==> src/rtl/cpu_mem_arbiter_if.sv <==
// Memory bus between the core-side arbiter and the shared memory port.
// The master drives requests; the slave answers with grant and response.
interface cpu_mem_arbiter_if;
    logic        mem_req;
    logic        mem_gnt;
    logic [7:0]  mem_we;
    logic [63:0] mem_addr;
    logic [63:0] mem_wdata;
    logic        mem_rvalid;
    logic [63:0] mem_rdata;

    modport master (
        output mem_req,
        output mem_we,
        output mem_addr,
        output mem_wdata,
        input  mem_gnt,
        input  mem_rvalid,
        input  mem_rdata
    );

    modport slave (
        input  mem_req,
        input  mem_we,
        input  mem_addr,
        input  mem_wdata,
        output mem_gnt,
        output mem_rvalid,
        output mem_rdata
    );
endinterface

==> src/rtl/cpu_mem_arbiter.sv <==
// Shares one variable-latency bus between the fetch and load/store ports.
// Data access goes first, then fetch; results replay with SRAM timing.
module cpu_mem_arbiter #(
    parameter int TIMEOUT_CYC = 0,
    parameter bit RESET_PC_RD = 1'b0
) (
    input  logic        clk,
    input  logic        rst,
    input  logic        inst_sram_en,
    input  logic [63:0] inst_sram_addr,
    output logic [63:0] inst_sram_rdata,
    input  logic        data_sram_en,
    input  logic [7:0]  data_sram_we,
    input  logic [63:0] data_sram_addr,
    input  logic [63:0] data_sram_wdata,
    output logic [63:0] data_sram_rdata,
    output logic        stallreq_axi,
    output logic        bus_err,
    cpu_mem_arbiter_if.master bus
);

    typedef enum logic [2:0] {
        IDLE,
        D_REQ,
        D_WAIT,
        I_REQ,
        I_WAIT,
        RELEASE
    } state_t;

    localparam logic [15:0] TO_LIM = 16'(TIMEOUT_CYC);

    state_t      state_q;
    state_t      state_d;
    logic        inst_req;
    logic        inst_f_q;
    logic        data_f_q;
    logic [63:0] inst_addr_q;
    logic [63:0] data_addr_q;
    logic [63:0] data_wdata_q;
    logic [7:0]  data_we_q;
    logic [63:0] inst_pend_q;
    logic [63:0] data_pend_q;
    logic [63:0] inst_rdata_q;
    logic [63:0] data_rdata_q;
    logic [15:0] cnt_q;
    logic        bus_err_q;
    logic        busy;
    logic        timeout;
    logic        d_done;
    logic        i_done;
    logic        req;
    logic [7:0]  we;
    logic [63:0] addr;
    logic [63:0] wdata;

    assign inst_req = inst_sram_en && !(RESET_PC_RD && rst);

    assign busy = (state_q == D_REQ) || (state_q == D_WAIT) ||
                  (state_q == I_REQ) || (state_q == I_WAIT);

    assign timeout = (TIMEOUT_CYC != 0) && busy && (cnt_q == TO_LIM);

    assign d_done = ((state_q == D_REQ) && timeout) ||
                    ((state_q == D_WAIT) && (timeout || bus.mem_rvalid));

    assign i_done = ((state_q == I_REQ) && timeout) ||
                    ((state_q == I_WAIT) && (timeout || bus.mem_rvalid));

    assign stallreq_axi = (state_q == IDLE) ? (inst_req || data_sram_en)
                                            : (state_q != RELEASE);

    assign bus.mem_req   = req;
    assign bus.mem_we    = we;
    assign bus.mem_addr  = addr;
    assign bus.mem_wdata = wdata;

    assign inst_sram_rdata = inst_rdata_q;
    assign data_sram_rdata = data_rdata_q;
    assign bus_err         = bus_err_q;

    // Next-state and bus request fields; fields come only from latched state.
    always_comb begin
        state_d = state_q;
        req     = 1'b0;
        we      = '0;
        addr    = '0;
        wdata   = '0;
        unique case (state_q)
            IDLE: begin
                if (data_sram_en) begin
                    state_d = D_REQ;
                end else if (inst_req) begin
                    state_d = I_REQ;
                end
            end
            D_REQ: begin
                if (timeout) begin
                    state_d = inst_f_q ? I_REQ : RELEASE;
                end else begin
                    req   = 1'b1;
                    we    = data_we_q;
                    addr  = data_addr_q;
                    wdata = data_wdata_q;
                    if (bus.mem_gnt) begin
                        state_d = D_WAIT;
                    end
                end
            end
            D_WAIT: begin
                if (d_done) begin
                    state_d = inst_f_q ? I_REQ : RELEASE;
                end
            end
            I_REQ: begin
                if (timeout) begin
                    state_d = RELEASE;
                end else begin
                    req  = 1'b1;
                    addr = inst_addr_q;
                    if (bus.mem_gnt) begin
                        state_d = I_WAIT;
                    end
                end
            end
            I_WAIT: begin
                if (i_done) begin
                    state_d = RELEASE;
                end
            end
            RELEASE: begin
                state_d = IDLE;
            end
            default: begin
                state_d = IDLE;
            end
        endcase
    end

    // State register.
    always_ff @(posedge clk) begin
        if (rst) begin
            state_q <= IDLE;
        end else begin
            state_q <= state_d;
        end
    end

    // Request latching, response capture and replay to the core.
    always_ff @(posedge clk) begin
        if (rst) begin
            inst_f_q     <= 1'b0;
            data_f_q     <= 1'b0;
            inst_addr_q  <= '0;
            data_addr_q  <= '0;
            data_wdata_q <= '0;
            data_we_q    <= '0;
            inst_pend_q  <= '0;
            data_pend_q  <= '0;
            inst_rdata_q <= '0;
            data_rdata_q <= '0;
        end else begin
            if ((state_q == IDLE) && (state_d != IDLE)) begin
                inst_f_q     <= inst_req;
                data_f_q     <= data_sram_en;
                inst_addr_q  <= inst_sram_addr;
                data_addr_q  <= data_sram_addr;
                data_wdata_q <= data_sram_wdata;
                data_we_q    <= data_sram_we;
            end
            if (d_done) begin
                data_pend_q <= timeout ? '0 : bus.mem_rdata;
            end
            if (i_done) begin
                inst_pend_q <= timeout ? '0 : bus.mem_rdata;
            end
            if (state_q == RELEASE) begin
                if (inst_f_q) begin
                    inst_rdata_q <= inst_pend_q;
                end
                if (data_f_q && (data_we_q == '0)) begin
                    data_rdata_q <= data_pend_q;
                end
                inst_f_q <= 1'b0;
                data_f_q <= 1'b0;
            end
        end
    end

    // Watchdog: per-state wait counter and sticky error flag.
    always_ff @(posedge clk) begin
        if (rst) begin
            cnt_q     <= '0;
            bus_err_q <= 1'b0;
        end else begin
            if (state_d != state_q) begin
                cnt_q <= '0;
            end else if (busy) begin
                cnt_q <= cnt_q + 16'd1;
            end
            if (timeout) begin
                bus_err_q <= 1'b1;
            end
        end
    end

endmodule
==> src/flat_wrapper.sv <==
// flat-port wrapper written by rule: the top's interface ports become plain ports
module cpu_mem_arbiter_flat 
#(
    parameter int TIMEOUT_CYC = 0,
    parameter bit RESET_PC_RD = 1'b0
)
  (clk, rst, inst_sram_en, inst_sram_addr, inst_sram_rdata, data_sram_en, data_sram_we, data_sram_addr, data_sram_wdata, data_sram_rdata, stallreq_axi, bus_err, bus_mem_req, bus_mem_we, bus_mem_addr, bus_mem_wdata, bus_mem_gnt, bus_mem_rvalid, bus_mem_rdata);
  cpu_mem_arbiter_if bus_i ();
  input  logic clk;
  input  logic rst;
  input  logic inst_sram_en;
  input  logic [63:0] inst_sram_addr;
  output logic [63:0] inst_sram_rdata;
  input  logic data_sram_en;
  input  logic [7:0] data_sram_we;
  input  logic [63:0] data_sram_addr;
  input  logic [63:0] data_sram_wdata;
  output logic [63:0] data_sram_rdata;
  output logic stallreq_axi;
  output logic bus_err;
  output wire logic [$bits(bus_i.mem_req)-1:0] bus_mem_req;
  output wire logic [$bits(bus_i.mem_we)-1:0] bus_mem_we;
  output wire logic [$bits(bus_i.mem_addr)-1:0] bus_mem_addr;
  output wire logic [$bits(bus_i.mem_wdata)-1:0] bus_mem_wdata;
  input wire logic [$bits(bus_i.mem_gnt)-1:0] bus_mem_gnt;
  input wire logic [$bits(bus_i.mem_rvalid)-1:0] bus_mem_rvalid;
  input wire logic [$bits(bus_i.mem_rdata)-1:0] bus_mem_rdata;
  assign bus_mem_req = bus_i.mem_req;
  assign bus_mem_we = bus_i.mem_we;
  assign bus_mem_addr = bus_i.mem_addr;
  assign bus_mem_wdata = bus_i.mem_wdata;
  assign bus_i.mem_gnt = bus_mem_gnt;
  assign bus_i.mem_rvalid = bus_mem_rvalid;
  assign bus_i.mem_rdata = bus_mem_rdata;
  cpu_mem_arbiter #(.TIMEOUT_CYC(TIMEOUT_CYC), .RESET_PC_RD(RESET_PC_RD)) u_core (.clk(clk), .rst(rst), .inst_sram_en(inst_sram_en), .inst_sram_addr(inst_sram_addr), .inst_sram_rdata(inst_sram_rdata), .data_sram_en(data_sram_en), .data_sram_we(data_sram_we), .data_sram_addr(data_sram_addr), .data_sram_wdata(data_sram_wdata), .data_sram_rdata(data_sram_rdata), .stallreq_axi(stallreq_axi), .bus_err(bus_err), .bus(bus_i));
endmodule
==> config.mk <==
export PLATFORM = sky130hd
export DESIGN_NAME = cpu_mem_arbiter_flat
export DESIGN_NICKNAME = d
export VERILOG_FILES = /design/src/rtl/cpu_mem_arbiter_if.sv /design/src/rtl/cpu_mem_arbiter.sv /design/src/flat_wrapper.sv
export SDC_FILE = /design/constraint.sdc
export NUM_CORES = 1
export LEC_CHECK = 0
export CORE_AREA = 4 4 207 209
export DETAILED_ROUTE_END_ITERATION = 12
export DIE_AREA = 0 0 211 213
export HOLD_SLACK_MARGIN = 0.08
export PLACE_DENSITY = 0.84
export SYNTH_ARGS = -nofsm -noshare
export SYNTH_HDL_FRONTEND = slang
export SYNTH_SLANG_ARGS = --single-unit
==> constraint.sdc <==
create_clock -name clk -period 2.7 [get_ports clk]
set_input_delay 0.405 -clock clk [delete_from_list [all_inputs] [get_ports clk]]
set_output_delay 0.405 -clock clk [all_outputs]
set_load 0.1 [all_outputs]
-- After elaboration in Yosys (flattened, before gate mapping)
Index checks and enable logic that the tools add are counted.
- register bits after elaboration: 461
- output and inout port bits: 267
- logic and storage cells: 42
- equality and inequality tests: 6
- muxes and demuxes: 13
- reduce and logical (&&, ||, !) cells: 12
- operators by type and width (kind ; number):
    $pmux 64 s2 ; 1
    $mux 64 ; 1
    $mux 3 ; 7
    $pmux 3 s5 ; 1
    $logic_not 8->1 ; 1
    $mux 8 ; 1
    $eq 3x2->1 const B ; 2
    $eq 3x3->1 const B ; 2
    $logic_and 1x1->1 ; 4
    $reduce_and 2->1 ; 2
    $reduce_or 2->1 ; 2
    $eq 3x1->1 const B ; 1
    $logic_not 3->1 ; 1
    $ne 3x3->1 const B ; 1
    $reduce_bool 3->1 ; 1
    $mux 1 ; 2
    $logic_or 1x1->1 ; 1

-- Longest topological paths before layout
- word-level depth: 6
- depth in mapped cells: 7

-- Worst setup path before layout
No wires, ideal clock.
- path kind: register to output
- start: reg u_core.state_q[0]
- end: out bus_mem_req
- arrival: 2126 ps
- setup slack: 169 ps
- cell stages (with the launch flop): 4
- buffers on the path: 2
- path through: dfxtp_1 -> clkbuf_8 -> clkbuf_1 -> nor2b_1
- word-level cells in the longest chain between the ends: 3
- elaborated cells on any way between the ends: 4
- RTL lines (what ; line ; source):
    start, declared ; cpu_mem_arbiter.sv:33 ; state_t state_q;
    start signal, assigned ; cpu_mem_arbiter.sv:145 ; state_q <= state_d;
    $eq 3x2->1 / $eq 3x1->1 (equally long branches) ; -- ;
    $reduce_or 2->1 (no line) (*) ; -- ;
    $mux 1 (*) ; -- ;
    end, declared ; flat_wrapper.sv:21 ; output wire logic [$bits(bus_i.mem_req)-1:0] bus_mem_req;
Mark *: on every way between the ends. The rest lies on a longest branch, timed or not.

-- Final worst setup path
- start: reg u_core.state_q[2]
- end: out bus_mem_addr[0]
- word-level cells in the longest chain between the ends: 2
- elaborated cells on any way between the ends: 3
- RTL lines (what ; line ; source):
    $eq 3x2->1 / $eq 3x1->1 (equally long branches) ; -- ;
    $pmux 64 s2 (*) ; cpu_mem_arbiter.sv:89 ; unique case (state_q)
    end, declared ; flat_wrapper.sv:23 ; output wire logic [$bits(bus_i.mem_addr)-1:0] bus_mem_addr;
Marks and branches as above.

==> flow_metrics.env <==
export IMPL_setup_tns_ns=0
export IMPL_slew_violations=0
export IMPL_cts_setup_buffers=0
export IMPL_io_pins=537
export IMPL_wirelength_um=66700
export IMPL_crit_arrival_ns=2.17
export IMPL_crit_type="reg -> out"
export IMPL_postSynth_asyncResetShare_pct=0
export IMPL_maxCapViolations=0
export IMPL_synthCells=2236
export IMPL_path_depth=4
export IMPL_final_antenna_net_count=0
export IMPL_dieArea_sq_um=44900
export IMPL_h_tree_depth=2
export IMPL_postCtsHoldBufs=0
export IMPL_yosysWarnings=0
export IMPL_finalHoldViolations=0
export IMPL_critPathSlowestCell="and3b_4"
export IMPL_skew_ns=0.0144
export IMPL_vias=18300
export IMPL_die_h_um=213
export IMPL_gp_congestion=0.889
export IMPL_leakagePower_nw=9.73
export IMPL_slew_headroom_pct=59.2
export IMPL_synth_cell_types=45
export IMPL_ctsRootBufferMaster="clkbuf_16"
export IMPL_crit_family="simple AND/OR/NAND/NOR gates"
export IMPL_clkLatencyLatePin_ns=0.57
export IMPL_syn_to_final_growth_pct=46.2
export IMPL_netlist_area_sq_um=18400
export IMPL_path_common_cell="buf_12"
export IMPL_holdPathStages=2
export IMPL_dp_hpwl_um=45200
export IMPL_vias_per_cell=5.68
export IMPL_hold_class="in -> reg"
export IMPL_synth_seq_cells=461
export IMPL_rsz0062_at_grt="false"
export IMPL_regToRegSetupSlack_ns=0.65
export IMPL_clk_pin_slew_ns=0.06
export IMPL_numCtsBuffers=47
export IMPL_drive_gt1_share_pct=15.3
export IMPL_yosysSeqAreaShare_pct=50.1
export IMPL_drc=0
export IMPL_fin_util_pct=66.0
export IMPL_crit_chain="and3b_4 > buf_12 > a22o_1 > buf_12"
export IMPL_drt_iter0_drc=2002
export IMPL_cpPeakStageDelay_ns=0.51
export IMPL_cts_tree="yes"
export IMPL_status="finished clean"
export IMPL_die_w_um=211
export IMPL_start_util_pct=45.1
export IMPL_worstPathRequired_ns=2.30
export IMPL_synth_edf_count=0
export IMPL_routedWlPerCell_um=20.6
export IMPL_worst_slew_pin_slew_ns=0.612
export IMPL_p_per_area_nw_per_um2=787
export IMPL_grt_pass1_vias=17800
export IMPL_crit_start="u_core.state_q[2]"
export IMPL_firstDrtPassIters=8
export IMPL_worstSetupStartpointType="flop"
export IMPL_clk_path_buf_depth=3
export IMPL_core_area_sq_um=40800
export IMPL_clock_sinks=461
export IMPL_num_nets_final=2913
export IMPL_grt_max_degree=118
export IMPL_ys_flop_type="dfxtp_1"
export IMPL_rows=74
export IMPL_numPortBuffers=535
export IMPL_grt_pass1_wl_um=99500
export IMPL_endpoint="bus_mem_addr[0]"
export IMPL_clock_fmax_ghz=0.388
export IMPL_min_period_ns=2.57
export IMPL_overflow=0
export IMPL_finalCritPeriodShare_pct=95.4
export IMPL_antenna_found_initial=21
export IMPL_crit_path_end_kind="output pin"
export IMPL_reg2reg_from="u_core.data_we_q[3]"
export IMPL_setup_viol=0
export IMPL_r2r_cells=4
export IMPL_syn_nets=2506
export IMPL_ir_worst_vdd_v=0.000601
export IMPL_grt_usage_pct=27.6
export IMPL_r2r_end="u_core.data_sram_rdata[2]"
export IMPL_crit_buf_inv=2
export IMPL_cp_max_fo=38
export IMPL_syn_area_per_cell_sq_um=8.24
worst min-delay path by stage:
stage | startpoint | end
CTS | rst | u_core.inst_pend_q[33]
finish | rst | u_core.inst_sram_rdata[52]
global placement | u_core.inst_pend_q[35] | u_core.inst_sram_rdata[35]
global route | rst | u_core.inst_sram_rdata[52]
detailed placement | u_core.inst_pend_q[27] | u_core.inst_sram_rdata[27]
floorplan | u_core.inst_pend_q[0] | u_core.inst_sram_rdata[0]
area by class of cell:
| cell class | count | area [sq um] |
|---|---|---|
| fill | 3059 | 13900 |
| sequential | 461 | 9230 |
| multi-input combinational | 1548 | 8290 |
| timing repair buffer | 582 | 7070 |
| clock buffer | 72 | 1410 |
| tap | 532 | 666 |
| clock inverter | 14 | 224 |
| antenna | 20 | 50.0 |
| inverter | 3 | 11.3 |
Yosys cell counts, types with 3 or more instances:
master / n / area [sq um]
and2_1: 71 / 444
o21ai_0: 201 / 1010
inv_1: 3 / 11.3
buf_2: 36 / 180
clkbuf_1: 166 / 623
buf_12: 6 / 120
nand3_1: 201 / 1010
a21oi_1: 395 / 1980
dfxtp_1: 461 / 9230
mux2i_1: 64 / 641
nand2b_1: 128 / 801
a22o_1: 64 / 561
nand2_1: 388 / 1460
nor2_1: 4 / 15.0
buf_1: 12 / 45.0
where the power goes:
group	total, W	internal, W	switching [W]	leakage [nW]
combinational	0.00655	0.00231	0.00424	5.17
sequential	0.00783	0.00748	0.000353	3.75
clock	0.00685	0.00409	0.00275	0.808
total	0.0212	0.0139	0.00735	9.73
metal layers:
metal,vias to the layer above,GRT usage (%),part of all wire (%)
met5,-,0,0
met4,0,13.7,4.9
met3,184,8.61,10
met2,990,46.1,49
met1,8724,32.3,36
li1,8449,-,-
cells in the final DEF, fill, tap and decap left out, drive strengths merged, types with 2 or more instances in the layout:
master / synthesis / routed
nor4bb: 2 / 2
a31oi: 2 / 2
nand4bb: 2 / 2
nor2: 4 / 4
nand3: 201 / 201
and2: 72 / 72
buf: 56 / 313
nor3: 2 / 2
or3: 2 / 2
a22o: 64 / 64
clkdlybuf4s50: 0 / 268
inv: 3 / 7
o21ai: 201 / 201
a2111o: 2 / 2
dfxtp: 461 / 461
bufinv: 0 / 5
diode: 0 / 20
or4b: 2 / 2
nand2b: 128 / 128
clkinv: 0 / 5
nand2: 388 / 388
a21oi: 395 / 395
mux2i: 64 / 64
or2: 2 / 2
clkbuf: 168 / 73
registers in the layout, indices dropped and copies added (netlist names):
name                    count
u_core.state_q              3
u_core.inst_addr_q         64
u_core.data_f_q             1
u_core.data_wdata_q        64
u_core.inst_sram_rdata     64
u_core.data_sram_rdata     64
u_core.inst_pend_q         64
u_core.data_addr_q         64
u_core.data_pend_q         64
u_core.inst_f_q             1
u_core.data_we_q            8
metrics by stage:
stage | total power (W) | instances | hold slack (ns) | area (sq um) | worst slack (ns)
2_1_floorplan | 0.0118 | 2236 | 0.432 | 18400 | 0.169
3_3_place_gp | 0.0142 | 3125 | 0.438 | 25200 | 0.468
5_1_grt | 0.0220 | 3232 | 0.306 | 27000 | 0.0130
6_report | 0.0212 | 3232 | 0.293 | 27000 | 0.125
4_1_cts | 0.0212 | 3211 | 0.277 | 26900 | 0.0116
3_5_place_dp | 0.0144 | 3125 | 0.448 | 25200 | 0.417
what timing repair did:
item,CTS,global route
setup endpoints to repair,2,8
gates cloned,0,1
resized for setup,2,4
cell families after synthesis:
kind of cell,share of synthesized area [%]
muxes,3.48
buffers and inverters,5.57
other,0.0203
AOI/OAI and AO/OA,19.5
xor gates and xnor gates,0.0950
and+or+nand+nor,21.2
DFF,50.1
worst reg2reg max path: stages, from the launching register on:
cell and delay, ns:
dfxtp_1 0.33, or4_4 0.55, nor4_4 0.32, buf_12 0.40
mux2i_1 0.37
Note: power is estimated with default switching activity, not from simulation.
